[src/rtl/gnr_pkg.sv]
// Shared definitions for the gene-regulatory-network node slice.
//   - node mode encodings (captured on config commit)
//   - config/run FSM state type
//   - elaboration-time helpers for LUT sizing
package gnr_pkg;

  localparam logic [1:0] MODE_NORMAL = 2'b00;  // LUT value
  localparam logic [1:0] MODE_KO     = 2'b01;  // knock-out: always 0
  localparam logic [1:0] MODE_ON     = 2'b10;  // forced-on: always 1
  localparam logic [1:0] MODE_FREEZE = 2'b11;  // hold current state

  typedef enum logic [1:0] {
    ST_IDLE  = 2'd0,
    ST_ARMED = 2'd1,
    ST_RUN   = 2'd2
  } gnr_state_e;

  function automatic int gnr_clog2(input int v);
    int r;
    r = 0;
    for (int i = 0; i < 31; i++)
      if ((1 << i) < v) r = i + 1;
    return r;
  endfunction

  // Number of CFG_W-bit words needed to hold a 2**num_in entry LUT.
  function automatic int gnr_num_words(input int num_in, input int cfg_w);
    return ((1 << num_in) + cfg_w - 1) / cfg_w;
  endfunction

  // Word address width, never below 1 so the port always exists.
  function automatic int gnr_addr_w(input int num_in, input int cfg_w);
    int w;
    w = gnr_clog2(gnr_num_words(num_in, cfg_w));
    return (w < 1) ? 1 : w;
  endfunction

endpackage

[src/rtl/gnr_lut_eval.sv]
// LUT storage for one node plus two combinational read ports.
//   clk, rst_n      clock / async active-low reset (LUT clears to 0)
//   wr_en           write the word at wr_addr
//   wr_addr         word index; indices past the last word match nothing
//   wr_data         CFG_W bits for LUT[wr_addr*CFG_W +: CFG_W]
//   idx_s0/idx_s1   regulator vectors for the slow / fast trajectory
//   bit_s0/bit_s1   LUT entries at those indices
module gnr_lut_eval
  import gnr_pkg::*;
#(
  parameter int NUM_IN = 4,
  parameter int CFG_W  = 8
) (
  input  logic                                  clk,
  input  logic                                  rst_n,
  input  logic                                  wr_en,
  input  logic [gnr_addr_w(NUM_IN, CFG_W)-1:0]  wr_addr,
  input  logic [CFG_W-1:0]                      wr_data,
  input  logic [NUM_IN-1:0]                     idx_s0,
  input  logic [NUM_IN-1:0]                     idx_s1,
  output logic                                  bit_s0,
  output logic                                  bit_s1
);

  localparam int LUT_N  = 1 << NUM_IN;
  localparam int ADDR_W = gnr_addr_w(NUM_IN, CFG_W);

  // Only the 2**NUM_IN live bits are stored; padding bits of the last word
  // are never kept, so they cannot leak into a read.
  logic [LUT_N-1:0] lut_q;

  always_ff @(posedge clk or negedge rst_n) begin
    if (!rst_n) begin
      lut_q <= '0;
    end else if (wr_en) begin
      for (int i = 0; i < LUT_N; i++)
        if (wr_addr == ADDR_W'(i / CFG_W))
          lut_q[i] <= wr_data[i % CFG_W];
    end
  end

  assign bit_s0 = lut_q[idx_s0];
  assign bit_s1 = lut_q[idx_s1];

endmodule

[src/rtl/gnr_node_lut.sv]
// Generic GRN node: next state read from a run-time loaded truth table.
// Two trajectories share one LUT: s1 steps on every start_s1, s0 steps once
// per SLOW_DIV start_s0 pulses, for attractor/cycle detection.
//   cfg_valid/ready/addr/data  LUT word write, accepted only in IDLE
//   cfg_mode/cfg_init          captured on cfg_commit (IDLE -> ARMED)
//   cfg_unlock                 any state -> IDLE, trajectories hold
//   reset_nos                  ARMED/RUN: load init into s0/s1, go RUN
//   start_s0/start_s1          trajectory step strobes (RUN only)
//   in_s0/in_s1                regulator states for each trajectory
//   s0/s1                      registered node states
//   armed/running              FSM status
//   steps_s1                   saturating count of s1 updates
module gnr_node_lut
  import gnr_pkg::*;
#(
  parameter int NUM_IN   = 4,
  parameter int CFG_W    = 8,
  parameter int SLOW_DIV = 2,
  parameter int STEP_W   = 16
) (
  input  logic                                  clk,
  input  logic                                  rst_n,
  input  logic                                  cfg_valid,
  output logic                                  cfg_ready,
  input  logic [gnr_addr_w(NUM_IN, CFG_W)-1:0]  cfg_addr,
  input  logic [CFG_W-1:0]                      cfg_data,
  input  logic [1:0]                            cfg_mode,
  input  logic                                  cfg_init,
  input  logic                                  cfg_commit,
  input  logic                                  cfg_unlock,
  input  logic                                  reset_nos,
  input  logic                                  start_s0,
  input  logic                                  start_s1,
  input  logic [NUM_IN-1:0]                     in_s0,
  input  logic [NUM_IN-1:0]                     in_s1,
  output logic                                  s0,
  output logic                                  s1,
  output logic                                  armed,
  output logic                                  running,
  output logic [STEP_W-1:0]                     steps_s1
);

  localparam int DIV_W = (SLOW_DIV > 1) ? gnr_clog2(SLOW_DIV) : 1;
  localparam logic [DIV_W-1:0] DIV_LAST = DIV_W'(SLOW_DIV - 1);

  gnr_state_e        state_q;
  logic [1:0]        mode_q;
  logic              init_q;
  logic              s0_q, s1_q;
  logic [DIV_W-1:0]  div_q;
  logic [STEP_W-1:0] steps_q;

  logic lut_s0, lut_s1, nxt_s0, nxt_s1;
  logic cfg_we, do_nos, do_run;

  assign cfg_ready = (state_q == ST_IDLE);
  assign cfg_we    = cfg_valid & cfg_ready;
  // unlock outranks reset_nos, which outranks the start strobes
  assign do_nos    = !cfg_unlock && reset_nos && (state_q != ST_IDLE);
  assign do_run    = !cfg_unlock && !reset_nos && (state_q == ST_RUN);

  gnr_lut_eval #(.NUM_IN(NUM_IN), .CFG_W(CFG_W)) u_lut (
    .clk     (clk),
    .rst_n   (rst_n),
    .wr_en   (cfg_we),
    .wr_addr (cfg_addr),
    .wr_data (cfg_data),
    .idx_s0  (in_s0),
    .idx_s1  (in_s1),
    .bit_s0  (lut_s0),
    .bit_s1  (lut_s1)
  );

  function automatic logic apply_mode(input logic [1:0] m, input logic lut_bit,
                                      input logic cur);
    case (m)
      MODE_NORMAL: return lut_bit;
      MODE_KO:     return 1'b0;
      MODE_ON:     return 1'b1;
      MODE_FREEZE: return cur;
      default:     return cur;
    endcase
  endfunction

  assign nxt_s0 = apply_mode(mode_q, lut_s0, s0_q);
  assign nxt_s1 = apply_mode(mode_q, lut_s1, s1_q);

  always_ff @(posedge clk or negedge rst_n) begin
    if (!rst_n) begin
      state_q <= ST_IDLE;
      mode_q  <= MODE_NORMAL;
      init_q  <= 1'b0;
    end else if (cfg_unlock) begin
      state_q <= ST_IDLE;
    end else begin
      case (state_q)
        ST_IDLE: if (cfg_commit) begin
          state_q <= ST_ARMED;
          mode_q  <= cfg_mode;
          init_q  <= cfg_init;
        end
        ST_ARMED, ST_RUN: if (reset_nos) state_q <= ST_RUN;
        default: state_q <= ST_IDLE;
      endcase
    end
  end

  always_ff @(posedge clk or negedge rst_n) begin
    if (!rst_n) begin
      s0_q    <= 1'b0;
      s1_q    <= 1'b0;
      div_q   <= '0;
      steps_q <= '0;
    end else if (do_nos) begin
      s0_q    <= init_q;
      s1_q    <= init_q;
      steps_q <= '0;
      // primed so the first start_s0 after reset_nos always updates
      div_q   <= DIV_LAST;
    end else if (do_run) begin
      if (start_s1) begin
        s1_q <= nxt_s1;
        if (steps_q != '1) steps_q <= steps_q + STEP_W'(1);
      end
      if (start_s0) begin
        if (div_q == DIV_LAST) begin
          s0_q  <= nxt_s0;
          div_q <= '0;
        end else begin
          div_q <= div_q + DIV_W'(1);
        end
      end
    end
  end

  assign s0       = s0_q;
  assign s1       = s1_q;
  assign armed    = (state_q == ST_ARMED);
  assign running  = (state_q == ST_RUN);
  assign steps_s1 = steps_q;

endmodule

[config.mk]
export PLATFORM = sky130hd
export DESIGN_NAME = gnr_node_lut
export DESIGN_NICKNAME = d
export VERILOG_FILES = /design/src/rtl/gnr_pkg.sv /design/src/rtl/gnr_lut_eval.sv /design/src/rtl/gnr_node_lut.sv
export SDC_FILE = /design/constraint.sdc
export NUM_CORES = 1
export LEC_CHECK = 0
export ABC_CLOCK_PERIOD_IN_PS = 4000
export CAP_MARGIN = 10
export CELL_PAD_IN_SITES_DETAIL_PLACEMENT = 0
export CELL_PAD_IN_SITES_GLOBAL_PLACEMENT = 1
export CORE_MARGIN = 2
export CORE_UTILIZATION = 44
export CTS_BUF_LIST = sky130_fd_sc_hd__clkbuf_4 sky130_fd_sc_hd__clkbuf_8
export CTS_CLUSTER_SIZE = 14
export DETAILED_ROUTE_END_ITERATION = 12
export PLACE_DENSITY_LB_ADDON = 0.1
export SYNTH_ARGS = -nofsm -noshare
export SYNTH_HDL_FRONTEND = slang
export SYNTH_SLANG_ARGS = --single-unit
[constraint.sdc]
create_clock -name clk -period 4 [get_ports clk]
set_clock_uncertainty 0.1 [all_clocks]
set_input_delay 0.4 -clock clk [delete_from_list [all_inputs] [get_ports clk]]
set_output_delay 0.4 -clock clk [all_outputs]
set_load 0.02 [all_outputs]
==> results.json, run 1 <==
{
  "run_status": "completed",
  "number_of_pins_exceeding_their_max_slew_limit_in_the_final_report": 0,
  "gr-total-overflow": 0,
  "fp.dieH_um": 75.9,
  "place.port_buffers": 48,
  "worst_skew_pair.late_latency_ns": 0.29,
  "worst_hold_path_type": "input port to async pin",
  "pwr-share-comb_pct": 25.6,
  "postCtsResizedCells": 0,
  "min_period_ns": 2.29,
  "drt_pre_antenna_iters": 4,
  "antenna_found_initial": 0,
  "swShare_pct": 27.2,
  "post-place-cells": 311,
  "ys_types": 44,
  "ir_drop_mv": 0.217,
  "drt_iter0_markers": 95,
  "synth-warning-count": 0,
  "postCtsSetupBuffers": 0,
  "drt.antenna.violating_nets": 0,
  "synth_top_area_share_pct": 44.0,
  "synth_area_um2": 2270,
  "timing.final.hold_violations": 0,
  "design.final.nets": 282,
  "cell_count_after_synthesis": 198,
  "power.share.sequential_pct": 44.2,
  "worst-endpoint-arrival_ns": 1.79,
  "antenna-diode-count": 0,
  "grt_first_pass_wirelength_um": 8030,
  "cts_sinks": 40,
  "detail_route.wl_per_cell_um": 15.4,
  "reg2reg_from": "state_q[0]",
  "totalPowerFinal_uw": 1210,
  "path_class": "flop to output pin",
  "floorplan.die_area_um2": 5760,
  "cts-buffers-inserted": 5,
  "place.gp.congestion": 0.864,
  "cts.path.max_buffers": 2,
  "yosys_most_used_dff": "dfrtp_1",
  "p_int_uw": 881,
  "drv.max_cap_violation_count": 0,
  "p_per_area_nw_per_um2": 411,
  "worst_ep_required_time_ns": 3.50,
  "crit_start": "state_q[1]",
  "ys_seq_elements": 40,
  "worst-path-max-fanout": 8,
  "power.leakage_uw": 0.00118,
  "placed_standard_cell_area_um2": 2810,
  "cts.reportedPaths.clkPinSlew_ns": 0.08,
  "grt.total_usage_pct": 18.7,
  "synth_common_cells": "dfrtp_1 (40), mux2_2 (20), a21oi_1 (14)",
  "synth-seq-area-share_pct": 44.0,
  "boundaryPins": 49,
  "setup_repair_after_global_routing_missed_its_margin": "false",
  "number_of_hold_repair_buffers_added_at_the_cts_stage": 0,
  "mappedNetlistNets": 232,
  "chipWidth_um": 75.9,
  "detail_route.drc_violations": 0,
  "grt_start_max_net_pins": 41,
  "cts_tree": "built",
  "vias": 1842,
  "post-synth-top-area-cell": "dfrtp_1",
  "setup.worst_path.start_class": "flop",
  "final_layout_size_suffix_gt1_share_pct": 16.9,
  "fp-row-count": 26,
  "timing.critical_path.to_type": "output pin",
  "yosys-top-cells-area": "dfrtp_1 (44%), mux2_2 (9.9%), mux4_2 (7.9%)",
  "avgSynthCellArea_um2": 11.5,
  "route.final.wire_length_um": 4900,
  "first_global_vias": 1667,
  "timing.final.setup_violations": 0,
  "power.share.clock_pct": 30.2,
  "worstMarginPinSlew_ns": 0.902,
  "switchingPower_uw": 329,
  "timing.final.crit_share_pct": 57.3,
  "fill_cell_instance_count_of_the_final_layout": 414,
  "synthesis_to_layout_area_growth_pct": 29.3,
  "synthMostInstantiatedCell": "dfrtp_1",
  "timing.slew.headroom_pct": 39.8,
  "cts-root-buf": "clkbuf_8",
  "finalNonFillerCells": 319,
  "core_area_um2": 5040,
  "synth_enable_flop_cells": 0,
  "post-dp-hpwl_um": 3640,
  "fmaxAchievable_ghz": 0.437,
  "final_design_area_no_fill_um2": 2940,
  "ctsHtreeMaxLevel": 2,
  "asr_flop_ratio_synth_pct": 100,
  "total_negative_setup_slack_ns": 0,
  "vias_per_cell": 5.77,
  "initial_utilization_pct": 45.1
}
metal layers:
metal  GRT usage [%]  vias up  wire length, um
met4            6.63        0               69
met3            4.63        8              241
li1                -      876                -
met2            29.2       51             2350
met5               0        -                0
met1            25.3      907             2240
through the flow:
| step | utilization (%) | setup slack, ns | hold slack, ns |
|---|---|---|---|
| finish | 58.3 | 1.71 | 0.129 |
| floorplan | - | 2.02 | 0.00441 |
| detailed placement | 55.8 | 1.54 | 0.406 |
| global route | 58.3 | 1.60 | 0.190 |
| global placement | 55.8 | 1.57 | 0.390 |
| CTS | 58.3 | 1.69 | 0.156 |
logic make-up (layout without fill, tap and decap cells):
| family | Yosys count | in the layout | share of synthesized area [%] |
|---|---|---|---|
| AND/OR/NAND/NOR | 58 | 58 | 15.6 |
| AO/OA/AOI/OAI | 40 | 40 | 11.8 |
| flip-flops | 40 | 40 | 44.0 |
| multiplexers | 38 | 38 | 22.2 |
| buffers and inverters | 16 | 67 | 2.97 |
| adder cells (fa/ha/maj) | 6 | 6 | 3.30 |
cell type report:
cell class	instances	area, um^2	area share (%)
sequential	40	1000	34.0
tap	70	87.6	2.98
clock inverter	1	30.0	1.02
timing repair buffer	49	483	16.4
multi-input combinational	142	1200	41.0
clock buffer	7	96.3	3.28
inverter	10	37.5	1.28
critical path, cell delays in order (launching register included):
cell,delay [ns]
dfrtp_1,0.41
inv_1,0.09
ha_1,0.34
clkdlybuf4s50_1,0.67
sequential cells by signal, summed over array words and instances (netlist names):
name         count
div_q            1
init_q           1
mode_q           2
s0               1
s1               1
state_q          2
steps_s1        16
u_lut.lut_q     16
final timing paths:
path	end	slack [ns]	cells past startpoint
min in group clk	u_lut.lut_q[15]	0.43	1
setup / recovery	cfg_ready	1.71	3
max in group asynchronous	s1	3.10	1
hold / removal	steps_s1[11]	0.13	1
hold reg to reg	u_lut.lut_q[15]	0.43	1
setup reg to reg	steps_s1[13]	1.86	6
layout by cell type (no fill, tap or decap), types with 2 or more instances in the layout:
cell / netlist / routed
inv_1: 10 / 10
mux2_2: 20 / 20
nand3b_1: 3 / 3
clkdlybuf4s50_1: 0 / 47
or4_1: 7 / 7
o31ai_1: 5 / 5
ha_1: 6 / 6
and3_1: 4 / 4
mux2i_1: 10 / 10
a21oi_1: 14 / 14
clkbuf_8: 0 / 7
and2_1: 3 / 3
dfrtp_1: 40 / 40
nand4_1: 4 / 4
and4_1: 2 / 2
nand3_1: 9 / 9
o211ai_1: 2 / 2
mux4_2: 8 / 8
a211oi_1: 4 / 4
nand2_1: 13 / 13
o21ai_0: 4 / 4
nand2b_1: 2 / 2
o41ai_1: 2 / 2
power by group through the flow:
stage / sequential (uW) / combinational (uW) / clock, uW
6_report: 535 / 310 / 365
3_5_place_dp: 543 / 313 / 0
2_1_floorplan: 534 / 202 / 0
5_1_grt: 544 / 343 / 393
3_3_place_gp: 541 / 309 / 0
4_1_cts: 535 / 315 / 373
Note: power is estimated with default switching activity, not from simulation.
==> run 2, diff against run 1 <==
--- a/config.mk
+++ b/config.mk
@@ -5,12 +5,12 @@
 export SDC_FILE = /design/constraint.sdc
 export NUM_CORES = 1
 export LEC_CHECK = 0
-export ABC_CLOCK_PERIOD_IN_PS = 4000
+export ABC_CLOCK_PERIOD_IN_PS = 2300
 export CAP_MARGIN = 10
 export CELL_PAD_IN_SITES_DETAIL_PLACEMENT = 0
 export CELL_PAD_IN_SITES_GLOBAL_PLACEMENT = 1
 export CORE_MARGIN = 2
-export CORE_UTILIZATION = 44
+export CORE_UTILIZATION = 41
 export CTS_BUF_LIST = sky130_fd_sc_hd__clkbuf_4 sky130_fd_sc_hd__clkbuf_8
 export CTS_CLUSTER_SIZE = 14
 export DETAILED_ROUTE_END_ITERATION = 12
==> constraint.sdc (replaced) <==
create_clock -name clk -period 2.3 [get_ports clk]
set_clock_uncertainty 0.1 [all_clocks]
set_input_delay 0.23 -clock clk [delete_from_list [all_inputs] [get_ports clk]]
set_output_delay 0.23 -clock clk [all_outputs]
set_load 0.02 [all_outputs]
==> run 2 against run 1 <==
Register-to-register slack got worse by 1.6 ns. Hold slack improved by 0.30 ns. Sequential power increased by 74%. Design area is 0.30% higher. Sequential cell count did not move. Combinational power grew 75%. Wire length grew 1.0%. Global-route usage shrank 0.99 points. Count of clock-buffer cells in the layout decreased by 1. Clock power rose by 33%. Sequential share of layout area down 0.10 points. First-iteration DRC count shrank 11%.
==> results.json, run 2 (synthesized netlist as in run 1, its figures left out) <==
{
  "worst_skew_pair.late_latency_ns": 0.29,
  "detail_route.drc_violations": 0,
  "core_area_um2": 5440,
  "synthesis_to_layout_area_growth_pct": 29.7,
  "cts_tree": "built",
  "timing.final.crit_share_pct": 92.4,
  "cts.reportedPaths.clkPinSlew_ns": 0.08,
  "placed_standard_cell_area_um2": 2850,
  "design.final.nets": 287,
  "totalPowerFinal_uw": 1960,
  "drt.antenna.violating_nets": 0,
  "layout.cells.most_common_list": "clkdlybuf4s50_1 (47), dfrtp_1 (40), mux2_2 (20)",
  "worst-r2r-setup-slack_ns": 0.24,
  "chipWidth_um": 78.5,
  "route.final.wire_length_um": 4950,
  "vias_per_cell": 5.48,
  "run_status": "completed",
  "number_of_pins_exceeding_their_max_slew_limit_in_the_final_report": 0,
  "fmaxAchievable_ghz": 0.471,
  "grt_start_max_net_pins": 41,
  "detail_route.wl_per_cell_um": 15.2,
  "place.gp.congestion": 0.808,
  "place.port_buffers": 48,
  "drv.max_cap_violation_count": 0,
  "initial_utilization_pct": 41.8,
  "min_period_ns": 2.12,
  "worst_ep_required_time_ns": 1.97,
  "cts-buffers-inserted": 5,
  "drt_pre_antenna_iters": 4,
  "finalNonFillerCells": 326,
  "worst_hold_path_type": "flop to flop",
  "setup.worst_path.start_class": "flop",
  "reg2reg_from": "state_q[0]",
  "timing.critical_path.to_type": "output pin",
  "drt_iter0_markers": 85,
  "ir_drop_mv": 0.396,
  "power.leakage_uw": 0.00120,
  "layout_commonest_cell": "clkdlybuf4s50_1",
  "fill_cell_instance_count_of_the_final_layout": 479,
  "worst-path-max-fanout": 8,
  "p_per_area_nw_per_um2": 664,
  "post-dp-hpwl_um": 3730,
  "highest_cell_delay_on_the_worst_timing_path_ns": 0.67,
  "fp-row-count": 27,
  "setup_repair_after_global_routing_missed_its_margin": "false",
  "crit_start": "state_q[0]",
  "worstRegToRegCells": 6,
  "cts_sinks": 40,
  "gr-total-overflow": 0,
  "post-place-cells": 317,
  "boundaryPins": 49,
  "vias": 1785,
  "path_class": "flop to output pin",
  "floorplan.die_area_um2": 6160,
  "first_global_vias": 1743,
  "cts.path.max_buffers": 2,
  "crit_chain": "inv_1, ha_1, clkdlybuf4s50_1",
  "cts-root-buf": "clkbuf_8",
  "fp.dieH_um": 78.5,
  "final_design_area_no_fill_um2": 2950,
  "antenna_found_initial": 0,
  "antenna-diode-count": 0,
  "timing.slew.headroom_pct": 41.2,
  "worstMarginPinSlew_ns": 0.883,
  "timing.final.hold_violations": 0,
  "final_layout_size_suffix_gt1_share_pct": 18.1,
  "timing.final.setup_violations": 0,
  "grt_first_pass_wirelength_um": 8540,
  "ctsHtreeMaxLevel": 2,
  "worst-endpoint-arrival_ns": 1.79,
  "regToRegEndpoint": "steps_s1[13]",
  "total_negative_setup_slack_ns": 0,
  "layout.core_utilization_pct": 54.2,
  "postCtsSetupBuffers": 0,
  "grt.total_usage_pct": 17.7,
  "cp_slowest_cell": "clkdlybuf4s50_1",
  "worst_setup_path_endpoint": "cfg_ready"
}
==> run 2: cell types whose count changed in the layout (fill, tap and decap cells not counted), sizes merged <==
| cell | delta |
|---|---|
| dlygate4sd3 | +1 |
| buf | +4 |
| clkinv | +2 |
| clkbuf | -1 |
| bufinv | -1 |
==> run 2: worst max-delay path, delay by kind of cell (launching register included) <==
| kind | cells | cell delay [ns] |
|---|---|---|
| adder cells (fa/ha/maj) | 1 | 0.35 |
| flip-flops | 1 | 0.40 |
| buffers and inverters | 2 | 0.76 |
==> run 2: final cells by class <==
cell class / instances / area (um^2) / area share [%]
repair buffers: 54 / 523 / 17.7
well taps: 72 / 90.1 / 3.05
clock buffers: 6 / 82.6 / 2.80
multi-input cells: 142 / 1200 / 40.9
clock inverters: 2 / 10.0 / 0.339
flip-flops and latches: 40 / 1000 / 33.9
inverters: 10 / 37.5 / 1.27
==> run 2: per-layer routing <==
metal  global-route usage, %  vias up  part of all wire (%)
met5                       0        -                     0
met4                    5.26        0                  0.85
met3                    3.22        4                   4.1
met2                    29.4       44                    48
met1                    23.7      853                    47
li1                        -      884                     -
==> run 2: power breakdown <==
group / internal, uW / switching [uW] / total (uW) / leakage, uW
Sequential: 829 / 99.7 / 929 / 0.000512
Clock: 240 / 248 / 487 / 0.0000510
Combinational: 324 / 218 / 542 / 0.000632
==> run 2: how the worst min path moves through the flow <==
stage | from | to | slack [ns] | depth (start not counted)
6_report | init_q | init_q | 0.42 | 1
5_1_grt | cfg_mode[1] | mode_q[1] | 0.44 | 2
4_1_cts | init_q | init_q | 0.43 | 1
3_5_place_dp | rst_n | steps_s1[12] | 0.31 | 1
3_3_place_gp | rst_n | steps_s1[15] | 0.31 | 1
2_1_floorplan | rst_n | div_q | -0.17 | 0
==> run 2: per-stage QoR <==
step / hold slack, ns / setup WS (ns)
final: 0.424 / 0.175
after global routing: 0.438 / 0.0814
after CTS: 0.429 / 0.166
after detailed placement: 0.309 / 0.228
after global placement: 0.314 / 0.256
after floorplan: -0.166 / 0.317
==> run 2: timing repair <==
item / 4_1_cts / 5_1_grt
hold buffers: 1 / 0
endpoints found under the hold margin: 40 / 0
gates resized for setup: 0 / 0
==> run 3, diff against run 2 <==
--- a/config.mk
+++ b/config.mk
@@ -10,7 +10,7 @@
 export CELL_PAD_IN_SITES_DETAIL_PLACEMENT = 0
 export CELL_PAD_IN_SITES_GLOBAL_PLACEMENT = 1
 export CORE_MARGIN = 2
-export CORE_UTILIZATION = 41
+export CORE_UTILIZATION = 30
 export CTS_BUF_LIST = sky130_fd_sc_hd__clkbuf_4 sky130_fd_sc_hd__clkbuf_8
 export CTS_CLUSTER_SIZE = 14
 export DETAILED_ROUTE_END_ITERATION = 12
==> run 3 against run 2 <==
Power is 0.81% higher. Combinational power is 1% higher. Global-route usage is 2.7 points lower. Maximum frequency is 1.3% higher. Count of clock-buffer cells in the layout stayed put. First-iteration DRC count is 40% lower. Sequential cell count stayed put.
==> results.json, run 3 (synthesized netlist as in run 1, its figures left out) <==
{
  "run_status": "completed",
  "cts.reportedPaths.clkPinSlew_ns": 0.08,
  "first_global_vias": 1954,
  "cts-buffers-inserted": 5,
  "ctsHtreeMaxLevel": 2,
  "dr_wl_met3_um": 228,
  "total_negative_setup_slack_ns": 0,
  "grt_first_pass_wirelength_um": 10100,
  "place.gp.congestion": 0.796,
  "fmaxAchievable_ghz": 0.477,
  "detail_route.wl_per_cell_um": 16.0,
  "layout_commonest_cell": "clkdlybuf4s50_1",
  "final_layout_size_suffix_gt1_share_pct": 19.1,
  "drt.antenna.violating_nets": 0,
  "place.port_buffers": 48,
  "design.final.nets": 289,
  "drv.max_cap_violation_count": 0,
  "cts_sinks": 40,
  "detail_route.drc_violations": 0,
  "timing.final.hold_violations": 0,
  "p_per_area_nw_per_um2": 658,
  "layout.cells.most_common_list": "clkdlybuf4s50_1 (47), dfrtp_1 (40), mux2_2 (20)",
  "worst_hold_path_type": "input port to async pin",
  "worst-endpoint-arrival_ns": 1.77,
  "worst_ep_required_time_ns": 1.97,
  "grt_start_max_net_pins": 21,
  "worstMarginPinSlew_ns": 0.524,
  "path_class": "flop to output pin",
  "fp-row-count": 31,
  "cpLargestDelayFamily": "buffers and inverters",
  "fill_cell_instance_count_of_the_final_layout": 737,
  "setup_repair_after_global_routing_missed_its_margin": "false",
  "drt_iter0_markers": 51,
  "ir_drop_mv": 0.275,
  "cts.path.max_buffers": 2,
  "vias": 1848,
  "grt.total_usage_pct": 15.0,
  "route.final.wire_length_um": 5660,
  "antenna-diode-count": 0,
  "crit_chain": "inv_1, ha_1, clkdlybuf4s50_1",
  "chipWidth_um": 91.1,
  "min_period_ns": 2.10,
  "drt_pre_antenna_iters": 4,
  "number_of_pins_exceeding_their_max_slew_limit_in_the_final_report": 0,
  "worst-path-max-fanout": 8,
  "worst_skew_pair.late_latency_ns": 0.30,
  "timing.slew.headroom_pct": 65.1,
  "timing.critical_path.to_type": "output pin",
  "core_area_um2": 7290,
  "finalNonFillerCells": 355,
  "highest_cell_delay_on_the_worst_timing_path_ns": 0.67,
  "fp.dieH_um": 91.1,
  "post-dp-hpwl_um": 4220,
  "timing.final.setup_violations": 0,
  "power.leakage_uw": 0.00120,
  "initial_utilization_pct": 31.2,
  "boundaryPins": 49,
  "top_layer": "met4",
  "met2RoutedLength_um": 2430,
  "worstPathBufferInverterCount": 2,
  "antenna_found_initial": 0,
  "post-place-cells": 346,
  "gr-total-overflow": 0,
  "cts_tree": "built",
  "detail_route.wirelength.met1_um": 2930,
  "setup.worst_path.start_class": "flop",
  "synthesis_to_layout_area_growth_pct": 31.9,
  "cp_slowest_cell": "clkdlybuf4s50_1",
  "cts-root-buf": "clkbuf_8",
  "timing.final.crit_share_pct": 91.2,
  "vias_per_cell": 5.21,
  "floorplan.die_area_um2": 8290
}
run 3: cell types whose count changed in the layout (fill, tap and decap cells not counted), sizes merged:
cell | before | now
buf | 6 | 8
run 3: final cells by class:
cell class | instances | area (um^2) | share of cell area, %
Clock inverter | 2 | 10.0 | 0.334
Tap cell | 99 | 124 | 4.13
Multi-Input combinational cell | 142 | 1200 | 40.2
Timing Repair Buffer | 56 | 538 | 17.9
Sequential cell | 40 | 1000 | 33.4
Inverter | 10 | 37.5 | 1.25
Clock buffer | 6 | 82.6 | 2.75
run 3: what timing repair did:
action / CTS / global route
hold endpoints to repair: 18 / 0
hold buffers: 1 / 0
gates resized for setup: 0 / 1
setup buffers: 0 / 0
endpoints found under the setup margin: 0 / 3
run 3: per-stage QoR:
| stage | hold WS, ns | area [um^2] | utilization [%] | setup WS, ns | power (uW) |
|---|---|---|---|---|---|
| after detailed placement | 0.133 | 2900 | 39.7 | 0.148 | 1500 |
| after global routing | 0.380 | 3000 | 41.1 | 0.0272 | 2120 |
| after CTS | 0.339 | 3000 | 41.1 | 0.167 | 2010 |
| after global placement | 0.132 | 2900 | 39.7 | 0.181 | 1490 |
| final | 0.333 | 3000 | 41.1 | 0.202 | 1970 |
| after floorplan | -0.166 | 2270 | - | 0.317 | 1280 |
run 3: routing by layer:
metal	track usage [%]	up-vias
met1	22.5	911
li1	-	886
met3	3.24	8
met2	21.8	43
met5	0	-
met4	4.17	0
run 3: worst paths after layout:
kind                           startpoint              to  slack [ns]  cells past startpoint
setup reg to reg               state_q[0]    steps_s1[11]        0.23                      6
max in group asynchronous           rst_n  u_lut.lut_q[8]        1.18                      3
hold reg to reg            u_lut.lut_q[8]  u_lut.lut_q[8]        0.43                      1
min in group clk           u_lut.lut_q[8]  u_lut.lut_q[8]        0.43                      1
setup / recovery               state_q[0]       cfg_ready        0.20                      3
hold / removal                      rst_n     steps_s1[3]        0.33                      2
run 3: worst reg2reg max path, stage by stage (launching register included):
cell,delay [ns]
dfrtp_1,0.41
inv_1,0.09
ha_1,0.23
and4bb_2,0.38
nand4_2,0.19
or4_1,0.45
a21oi_1,0.15
run 3: power breakdown:
group	internal, uW	leakage, uW	switching (uW)
clock network	240	0.0000510	257
registers	829	0.000512	97.7
logic	327	0.000638	224
total	1400	0.00120	579
